[src/rtl/multi_link_ctrl.sv]
// Board-to-board link controller: synchronised, glitch-filtered rx lines feeding a
// connect/start/finish FSM with connect timeout, link-loss detection and finish arbitration.
module multi_link_ctrl #(
  parameter int N_PEERS        = 1,
  parameter int SYNC_STAGES    = 2,
  parameter int STABLE_CYCLES  = 16,
  parameter int TIMEOUT_CYCLES = 100000000,
  localparam int ID_W          = (N_PEERS > 1) ? $clog2(N_PEERS) : 1
) (
  input  logic               clk,
  input  logic               rst_n,
  input  logic               role,
  input  logic               req_connect,
  input  logic               req_start,
  input  logic               req_return,
  input  logic               local_finish,
  input  logic [N_PEERS-1:0] rx_connect,
  input  logic [N_PEERS-1:0] rx_start,
  input  logic [N_PEERS-1:0] rx_finish,
  output logic               tx_connect,
  output logic               tx_start,
  output logic               tx_finish,
  output logic [2:0]         state,
  output logic [N_PEERS-1:0] connected_mask,
  output logic               all_connected,
  output logic               game_init,
  output logic [ID_W-1:0]    finish_peer_id,
  output logic               timeout,
  output logic               link_lost
);

  localparam int NB    = 3 * N_PEERS;
  localparam int CNT_W = $clog2(STABLE_CYCLES + 1);
  localparam logic [CNT_W-1:0] STAB_LAST = CNT_W'(STABLE_CYCLES - 1);
  localparam int TO_W  = $clog2(TIMEOUT_CYCLES + 2);
  localparam logic [TO_W-1:0] TO_MAX = TO_W'(TIMEOUT_CYCLES);
  localparam logic [TO_W-1:0] TO_HIT = (TIMEOUT_CYCLES == 0) ? '0 : TO_W'(TIMEOUT_CYCLES - 1);

  typedef enum logic [2:0] {
    S_IDLE    = 3'd0,
    S_CONNECT = 3'd1,
    S_PLAY    = 3'd2,
    S_WIN     = 3'd3,
    S_LOSE    = 3'd4
  } state_t;

  logic [NB-1:0]    raw;
  logic [NB-1:0]    sync_q [SYNC_STAGES];
  logic [NB-1:0]    synced;
  logic [NB-1:0]    filt_q;
  logic [CNT_W-1:0] stab_q [NB];
  logic [N_PEERS-1:0] conn_f, start_f, fin_f;
  logic             unused_start;

  assign raw    = {rx_finish, rx_start, rx_connect};
  assign synced = sync_q[SYNC_STAGES-1];
  assign conn_f  = filt_q[N_PEERS-1:0];
  assign start_f = filt_q[2*N_PEERS-1:N_PEERS];
  assign fin_f   = filt_q[3*N_PEERS-1:2*N_PEERS];
  // Only the master's start line (peer 0) is acted on; the rest are filtered but unread.
  assign unused_start = ^start_f;

  always_ff @(posedge clk or negedge rst_n) begin
    if (!rst_n) begin
      for (int i = 0; i < SYNC_STAGES; i++) sync_q[i] <= '0;
    end else begin
      sync_q[0] <= raw;
      for (int i = 1; i < SYNC_STAGES; i++) sync_q[i] <= sync_q[i-1];
    end
  end

  // Counter tracks how long the synced bit has disagreed with the filtered value.
  always_ff @(posedge clk or negedge rst_n) begin
    if (!rst_n) begin
      filt_q <= '0;
      for (int b = 0; b < NB; b++) stab_q[b] <= '0;
    end else begin
      for (int b = 0; b < NB; b++) begin
        if (synced[b] == filt_q[b]) begin
          stab_q[b] <= '0;
        end else if (stab_q[b] == STAB_LAST) begin
          filt_q[b] <= synced[b];
          stab_q[b] <= '0;
        end else begin
          stab_q[b] <= stab_q[b] + CNT_W'(1);
        end
      end
    end
  end

  assign connected_mask = conn_f;
  assign all_connected  = &conn_f;

  state_t          st_q, st_d;
  logic            role_q;
  logic [TO_W-1:0] to_cnt_q;
  logic            to_hit, lost_hit;
  logic [ID_W-1:0] fin_idx;

  assign state = st_q;

  always_comb begin
    fin_idx = '0;
    for (int i = N_PEERS - 1; i >= 0; i--) begin
      if (fin_f[i]) fin_idx = ID_W'(i);
    end
  end

  always_comb begin
    st_d     = st_q;
    to_hit   = 1'b0;
    lost_hit = 1'b0;
    case (st_q)
      S_IDLE: begin
        if (!req_return && req_connect) st_d = S_CONNECT;
      end
      S_CONNECT: begin
        if (req_return) begin
          st_d = S_IDLE;
        end else if (TIMEOUT_CYCLES != 0 && !all_connected && to_cnt_q == TO_HIT) begin
          st_d   = S_IDLE;
          to_hit = 1'b1;
        end else if (all_connected && (role_q ? start_f[0] : req_start)) begin
          st_d = S_PLAY;
        end
      end
      S_PLAY: begin
        if (req_return) begin
          st_d = S_IDLE;
        end else if (!all_connected) begin
          st_d     = S_IDLE;
          lost_hit = 1'b1;
        end else if (local_finish) begin
          st_d = S_WIN;
        end else if (|fin_f) begin
          st_d = S_LOSE;
        end
      end
      S_WIN, S_LOSE: begin
        if (req_return) st_d = S_IDLE;
      end
      default: st_d = S_IDLE;
    endcase
  end

  always_ff @(posedge clk or negedge rst_n) begin
    if (!rst_n) begin
      st_q           <= S_IDLE;
      role_q         <= 1'b0;
      to_cnt_q       <= '0;
      tx_connect     <= 1'b0;
      tx_start       <= 1'b0;
      tx_finish      <= 1'b0;
      game_init      <= 1'b0;
      timeout        <= 1'b0;
      link_lost      <= 1'b0;
      finish_peer_id <= '0;
    end else begin
      st_q <= st_d;
      if (st_q == S_IDLE) role_q <= role;
      if (st_q != S_CONNECT || all_connected) begin
        to_cnt_q <= '0;
      end else if (to_cnt_q != TO_MAX) begin
        to_cnt_q <= to_cnt_q + TO_W'(1);
      end
      tx_connect <= (st_d != S_IDLE);
      tx_start   <= (st_d == S_PLAY);
      tx_finish  <= (st_d == S_WIN);
      game_init  <= (st_d == S_PLAY) && (st_q != S_PLAY);
      timeout    <= to_hit;
      link_lost  <= lost_hit;
      if (st_d == S_LOSE && st_q != S_LOSE) finish_peer_id <= fin_idx;
    end
  end

endmodule

[config.mk]
export PLATFORM = sky130hd
export DESIGN_NAME = multi_link_ctrl
export DESIGN_NICKNAME = d
export VERILOG_FILES = /design/src/rtl/multi_link_ctrl.sv
export SDC_FILE = /design/constraint.sdc
export NUM_CORES = 1
export LEC_CHECK = 0
export BUFFER_PORTS_ARGS = -buffer_cell sky130_fd_sc_hd__buf_2
export CAP_MARGIN = 0
export CORE_MARGIN = 3
export CORE_UTILIZATION = 55
export DETAILED_ROUTE_END_ITERATION = 8
export GPL_TIMING_DRIVEN = 0
export PLACE_DENSITY_LB_ADDON = 0.12
export SLEW_MARGIN = 40
export SYNTH_ARGS = -nofsm -noshare
export SYNTH_HDL_FRONTEND = slang
export SYNTH_SLANG_ARGS = --single-unit
[constraint.sdc]
create_clock -name clk -period 5.6 [get_ports clk]
set_input_delay 0.84 -clock clk [delete_from_list [all_inputs] [get_ports clk]]
set_output_delay 0.84 -clock clk [all_outputs]
set_load 0.03 [all_outputs]
=== After elaboration in Yosys (flattened, before gate mapping) ===
Cells that the tools add are included.

* Register bits: 61
* Output and inout bits: 12
* Logic and storage cells: 79

* Add/sub/neg operators: 4
* Eq/ne operators: 16
* Mux-type cells: 25
* Bitwise logic cells: 3
* Reductions and logical operators: 14

{| class="wikitable"
|+ Operators with widths
! kind !! count
|-
| two-way mux 27 bit || 2
|-
| two-way mux 5 bit || 6
|-
| adder 27 x 1 -> 27 bit (second input constant) || 1
|-
| equality test 27 bit (second input constant) || 1
|-
| two-way mux 3 bit || 9
|-
| != test 27 bit (second input constant) || 1
|-
| adder 5 x 1 -> 5 bit (second input constant) || 3
|-
| equality test 5 x 4 -> 1 bit (second input constant) || 3
|-
| equality test 3 x 2 -> 1 bit (second input constant) || 4
|-
| case mux 3 bit (4 select lines) || 1
|-
| two-way mux 1 bit || 7
|-
| AND reduction 2 bit || 3
|-
| logical AND 1 bit || 4
|-
| equality test 1 bit || 3
|-
| equality test 3 x 1 -> 1 bit (second input constant) || 1
|-
| equality test 3 bit (second input constant) || 1
|-
| logical NOT 3 bit || 1
|-
| != test 3 x 1 -> 1 bit (second input constant) || 1
|-
| != test 3 x 2 -> 1 bit (second input constant) || 1
|-
| inverter 1 bit || 3
|-
| nonzero test 3 bit || 1
|-
| logical NOT 1 bit || 2
|-
| nonzero test 2 bit || 1
|-
| OR reduction 2 bit || 1
|-
| logical OR 1 bit || 1
|}

=== Depth between registers and ports, before layout ===
Gate-level depths: netlist of the first run.

* Word-level depth: 8
* Mapped depth: 7
* Mapped depth without buffers: 7

=== Least setup slack after synthesis of the first run ===
Ideal clock, no wire load.

* Path type: register to register
* Start point: reg st_q[0], in the netlist state[0]
* End point: reg to_cnt_q[0]
* Setup time: 72 ps
* Data arrival time: 1891 ps
* Data required time: 5528 ps
* Path slack: 3637 ps
* Cell stages (with the launch flop): 7
* Buffers on the path: 3
* Cells stage by stage: dfrtp_1 -> buf_2 -> or3b_2 -> or2_1 -> clkbuf_1 -> buf_1 -> nor2_1

* Longest elaborated chain between the ends: 3
* Elaborated cells between the ends (all ways): 4

{| class="wikitable"
|+ Ends and longest elaborated chain
! element !! line !! source
|-
| start: declaration || 94 || <nowiki>state_t st_q, st_d;</nowiki>
|-
| start signal: assignment || 159 || <nowiki>st_q <= st_d;</nowiki>
|-
| != test 3 x 1 -> 1 bit * || 161 || <nowiki>if (st_q != S_CONNECT || all_connected) begin</nowiki>
|-
| logical OR 1 bit * || 161 ||
|-
| two-way mux 27 bit or nonzero test 2 bit (tied branches) || - ||
|-
| end signal: assignment || 164 || <nowiki>to_cnt_q <= to_cnt_q + TO_W'(1);</nowiki>
|-
| end: declaration || 96 || <nowiki>logic [TO_W-1:0] to_cnt_q;</nowiki>
|}

Every way passes the cells marked *; elsewhere a longest branch is shown, timed or not.
A chain may end at the register's enable or synchronous reset.

=== Final worst setup path of the first run ===
* Start point: reg st_q[1], in the netlist state[1]
* End point: reg to_cnt_q[3]

Same word-level chain as after synthesis.

==> flow_summary.toml, run 1 <==
[final_layout]
layout.cells.most_common_list = "dfrtp_1, nor2_1, buf_2"
final_design_area_no_fill_um2 = 3209
areaGrowthSynthToFinish_pct = 14.71
insertedDiodeCount = 0
nets = 310
layout.cells.most_common = "dfrtp_1"
drive_above_1_share = 0.1633

[routing]
postRouteAntennaNets = 0
initialDrtViolationCount = 84
drt-total-wl_um = 4961
drt-wirelength-per-cell_um = 13.52
drc_errors = 0
drt_pre_antenna_iters = 4
avgViaCountPerCell = 5.406
vias = 1984

[synth]
yosys.area.top_type = "dfrtp_1"
synthesis.yosys.warnings = 0
synth-main-ff-cell = "dfrtp_1"
synth.ff_latch_count = 61
synth_cell_type_count = 42
ys_async_sr_fraction = 1.000
avgSynthCellArea_um2 = 10.60
synth.area.top_cells = "dfrtp_1, xor2_1, nor2_1, xnor2_1, nand3_1"
syn-instance-count = 264
synth-edff-count = 0
synth_largest_type_area_fraction = 0.5456
synth.net_count = 279
netlist_area_before_placement_um2 = 2798
seq_area_frac_synth = 0.5456

[placement]
dp_hpwl_um = 3322
io_buffers = 20
gp_congestion = 0.8412
place_area_um2 = 2984

[setup_path]
category_of_the_worst_setup_path_launch_point = "register"
worstPathArrival_ps = 2360
cp_slowest_stage_delay_ps = 520
setup.worst_path.end_class = "register"
worst-path-buf-inv = 3
crit_type = "reg2reg"
path_cells = "clkbuf_1, or3b_2, or2_1, clkbuf_1, buf_1, nor2_1"
critPathRequiredTime_ps = 5860
crit_fanout = 10
critical-path-top-delay-family = "simple AND/OR/NAND/NOR gates"
worst_path_max_delay_cell = "or3b_2"
cell_with_the_most_instances_on_the_worst_path = "clkbuf_1"

[floorplanning]
die_w_um = 77.32
boundaryPins = 22
fp-row-count = 25
floorplan.initialDensity = 0.5808
die_h_um = 77.32
fp.dieArea_um2 = 5978
core_area_um2 = 4817

[sta]
final_hold_viol_count = 0
fin_crit_ps = 2094
timing_worst_slew_pin_value_ps = 728.6
fin_setup_tns_ps = 0
slew-limit-headroom = 0.5143
report.final.slew_viol_count = 0
setup_viol = 0
min_period_over_period = 0.3739
timing.clock.skew_ps = 7.075
rsz0062_at_grt = "no"
achievable-frequency_ghz = 0.4776

[clock_tree]
buffer_count_from_post_cts_setup_fixing = 0
cts_num_sinks = 61
cts_made_buffers = 9
cts-root-buf = "clkbuf_8"
insertion_delay_of_the_later_clocked_pin_in_the_worst_skew_pair_ps = 330
post_cts_hold_buffer_count = 0
clk_pin_slew_ps = 70
cts_max_level = 3
clock_tree_from_tritoncts = "built"
ctsLongestPathBuffers = 2
cts-resized-gates = 0

[power_and_ir_drop]
power.share.switching = 0.2125
power.density_nw_per_um2 = 293.4
power.static_leakage_uw = 0.001486
internal_power_uw = 741.6
clkPwrFrac = 0.461
p_comb_frac = 0.052
vdd_ir_drop_max_v = 0.0002142
p_sw_uw = 200.1
share_seq_of_total_power = 0.487
fin_total_pwr_uw = 941.7

[global_routing]
globalRouteTotalUtil = 0.1925
grt_antenna_before_repair = 0
grt_pass1_vias = 1968
grt_start_max_net_pins = 62
global_route_wire_length_before_repair_um = 8956
globalRouteOverflowTotal = 0

[hold_path]
holdCritPathClass = "reg2reg"

[status]
status = "complete, no violations"

[flow_run]
timing.max_cap.violations = 0
==> layout make-up <==
class / count / area [um2]
Buffer: 10 / 47.55
Timing Repair Buffer: 20 / 102.6
Inverter: 7 / 26.28
Fill cell: 387 / 1608
Tap cell: 67 / 83.83
Sequential cell: 61 / 1526
Clock inverter: 4 / 70.07
Multi-Input combinational cell: 186 / 1197
Clock buffer: 12 / 155.1
==> per-layer routing <==
layer	vias to the layer above	global-route usage	routed length (um)
met1	958	0.2411	2244
met2	49	0.3057	2429
met5	-	0	0
met3	6	0.07394	233
li1	971	-	-
met4	0	0.06584	54
==> power by group through the flow <==
stage          Clock [uW]  Sequential [uW]  Combinational (uW)
2_1_floorplan           0              468                26.0
3_3_place_gp            0              466                48.2
3_5_place_dp            0              467                49.1
4_1_cts               448              458                50.4
5_1_grt               469              460                55.7
6_report              435              459                48.7
==> synthesized netlist by cell type, types with 2 or more instances <==
library cell and n:
mux2_2 4, xnor2_1 12, nand4_1 9, inv_1 7
and4_1 4, nand2b_1 4, mux2i_1 2, buf_1 2
or4_1 2, nand2_1 9, nor2_1 37, and2_1 8
xor2_1 17, ha_1 5, clkbuf_1 4, buf_2 2
or3_1 4, dfrtp_1 61, o21ai_0 10, nor3_1 9
nor4_1 4, nor3b_1 4, a21oi_1 7, nand3_1 14
and3_1 5, buf_4 2
==> sequential cells by signal (all words and copies together), names as in the netlist, 3 cells and up <==
signal	flops
stab_q	15
filt_q	3
synced	3
sync_q	3
to_cnt_q	27
state	3
==> cells by family after synthesis <==
logic type               count (synthesis)  synth area share
XOR/XNOR                                29           0.09079
flip-flops                              61            0.5456
buffers and inverters                   17           0.02639
other                                    1          0.001340
multiplexers                             6           0.02325
AO/OA/AOI/OAI                           23           0.04920
AND/OR/NAND/NOR                        122            0.2410
adder cells (fa/ha/maj)                  5           0.02236
==> metrics by stage <==
step                      hold WS (ps)    util  std cells  worst slack [ps]
after CTS                        358.2  0.6662        367              3486
after detailed placement         342.8  0.6195        351              3518
after floorplan                  331.2       -        264              3637
after global placement           333.1  0.6190        351              3529
after global routing             367.6  0.6662        367              3340
final                            354.8  0.6662        367              3506
==> worst paths after layout <==
| path | cells past startpoint | to | startpoint | slack (ps) |
|---|---|---|---|---|
| max | 6 | to_cnt_q[3]$_DFFE_PN0P_ | state[1]$_DFF_PN0_ | 3510 |
| min | 0 | synced[2]$_DFF_PN0_ | sync_q[5]$_DFF_PN0_ | 350 |
| max reg2reg | 6 | to_cnt_q[3]$_DFFE_PN0P_ | state[1]$_DFF_PN0_ | 3510 |
| min reg2reg | 0 | synced[2]$_DFF_PN0_ | sync_q[5]$_DFF_PN0_ | 350 |
| max in group asynchronous | 1 | to_cnt_q[17]$_DFFE_PN0P_ | rst_n | 4550 |
| min in group asynchronous | 1 | synced[2]$_DFF_PN0_ | rst_n | 560 |
No activity file was read; power rests on OpenSTA's default activity.
==> run 2: changes to the inputs <==
==> constraint.sdc (replaced) <==
create_clock -name clk -period 1.99 [get_ports clk]
set_input_delay 0.2985 -clock clk [delete_from_list [all_inputs] [get_ports clk]]
set_output_delay 0.2985 -clock clk [all_outputs]
set_load 0.03 [all_outputs]
==> flow_summary.toml, run 2 (synthesis gave the netlist of run 1 again) <==
[status]
status = "complete, no violations"

[sta]
timing.clock.skew_ps = 8.175
fin_crit_ps = 1910
final_hold_viol_count = 0
setup_viol = 0
slew-limit-headroom = 0.5127
rsz0062_at_grt = "yes"
fin_worst_hold_slack_ps = 23.98
report.final.slew_viol_count = 0
achievable-frequency_ghz = 0.5235
timing_worst_slew_pin_value_ps = 731.0
min_period_over_period = 0.9599

[floorplanning]
die_h_um = 77.32
die_w_um = 77.32
floorplan.initialDensity = 0.5808
boundaryPins = 22
fp.dieArea_um2 = 5978
fp-row-count = 25
core_area_um2 = 4817

[power_and_ir_drop]
vdd_ir_drop_max_v = 0.0006019
power.density_nw_per_um2 = 816.0
clkPwrFrac = 0.461
internal_power_uw = 2090
fin_total_pwr_uw = 2654
share_seq_of_total_power = 0.486
power.share.switching = 0.2126
p_sw_uw = 564.0
power.static_leakage_uw = 0.001501
p_comb_frac = 0.053

[global_routing]
grt_start_max_net_pins = 62
global_route_wire_length_before_repair_um = 8976
globalRouteOverflowTotal = 0
globalRouteTotalUtil = 0.1933
grt_antenna_before_repair = 0
grt_pass1_vias = 1963

[clock_tree]
cts_max_level = 3
post_cts_hold_buffer_count = 0
cts_made_buffers = 9
cts_num_sinks = 61
insertion_delay_of_the_later_clocked_pin_in_the_worst_skew_pair_ps = 330
ctsLongestPathBuffers = 2
clk_pin_slew_ps = 70
cts-root-buf = "clkbuf_8"
clock_tree_from_tritoncts = "built"

[final_layout]
final_cell_count_no_fill = 368
areaGrowthSynthToFinish_pct = 16.23
postLayoutCoreUtil = 0.6751
drive_above_1_share = 0.1993
largest_register_ffs = 27
layout.cells.most_common = "dfrtp_1"
filler_cell_count = 394
final_design_area_no_fill_um2 = 3252
nets = 311
largest_registers = "to_cnt_q (27), stab_q (15)"
insertedDiodeCount = 0
layout.cells.most_common_list = "dfrtp_1, nor2_1, buf_2"
max_flop_register = "to_cnt_q"

[setup_path]
worst_path_max_delay_cell = "or4b_4"
category_of_the_worst_setup_path_launch_point = "register"
worstPathArrival_ps = 2120
critPathRequiredTime_ps = 2200
setup.worst_path.end_class = "register"
crit_fanout = 5
worst-path-buf-inv = 0
path_cells = "or4b_4, nor4_4, nand4_1, a21oi_2, o21ai_0"
critical-path-top-delay-family = "simple AND/OR/NAND/NOR gates"
crit_type = "reg2reg"
cp_slowest_stage_delay_ps = 550

[flow_run]
timing.max_cap.violations = 0

[routing]
drt-total-wl_um = 5109
drt_pre_antenna_iters = 4
vias = 1973
avgViaCountPerCell = 5.361
postRouteAntennaNets = 0
drt-wirelength-per-cell_um = 13.88
drc_errors = 0
initialDrtViolationCount = 67

[placement]
dp_cells = 351
place_area_um2 = 2984
io_buffers = 20
dp_hpwl_um = 3322
gp_congestion = 0.8412

[hold_path]
holdCritPathClass = "in2async"
## run 2: timing repair
item,CTS,global route
cloned,0,0
setup endpoints to repair,21,22
pin swaps,1,4
buffers inserted,1,1
gates resized for setup,2,7
## run 2: per-layer routing
metal / track usage / vias up / share of wire
li1: - / 974 / -
met1: 0.2434 / 957 / 0.44
met2: 0.3057 / 36 / 0.50
met3: 0.07394 / 6 / 0.048
met4: 0.06584 / 0 / 0.010
met5: 0 / - / 0
## run 2: power by group through the flow
stage          Combinational, uW  Sequential [uW]  Clock, uW
2_1_floorplan               73.3             1320          0
3_3_place_gp                 136             1310          0
3_5_place_dp                 138             1310          0
4_1_cts                      142             1290       1260
5_1_grt                      159             1290       1320
6_report                     140             1290       1220
## run 2: path summary, 6_finish.rpt
path | start | end | slack (ps) | depth (start not counted)
min in group clk | rx_connect | sync_q[3]$_DFF_PN0_ | 70 | 1
max | to_cnt_q[10]$_DFFE_PN0P_ | tx_connect$_DFF_PN0_ | 80 | 5
max reg2reg | to_cnt_q[10]$_DFFE_PN0P_ | tx_connect$_DFF_PN0_ | 80 | 5
min reg2reg | sync_q[5]$_DFF_PN0_ | synced[2]$_DFF_PN0_ | 350 | 0
min | rst_n | synced[2]$_DFF_PN0_ | 20 | 1
max in group asynchronous | rst_n | to_cnt_q[17]$_DFFE_PN0P_ | 1480 | 1
## run 2: area by class of cell
class                           instances  area (um2)  share of cell area
Clock inverter                          4       70.07             0.02155
Tap cell                               67       83.83             0.02578
Multi-Input combinational cell        186        1226              0.3771
Clock buffer                           12       155.1             0.04771
Inverter                                7       26.28            0.008080
Buffer                                  9       46.29             0.01424
Timing Repair Buffer                   22       117.6             0.03617
Sequential cell                        61        1526              0.4694
## run 2: metrics by stage
stage,setup slack [ps],setup TNS (ps)
floorplan,26.61,0
global placement,-81.24,-1369
detailed placement,-91.94,-1545
CTS,29.73,0
global route,-23.38,-74.90
finish,79.73,0
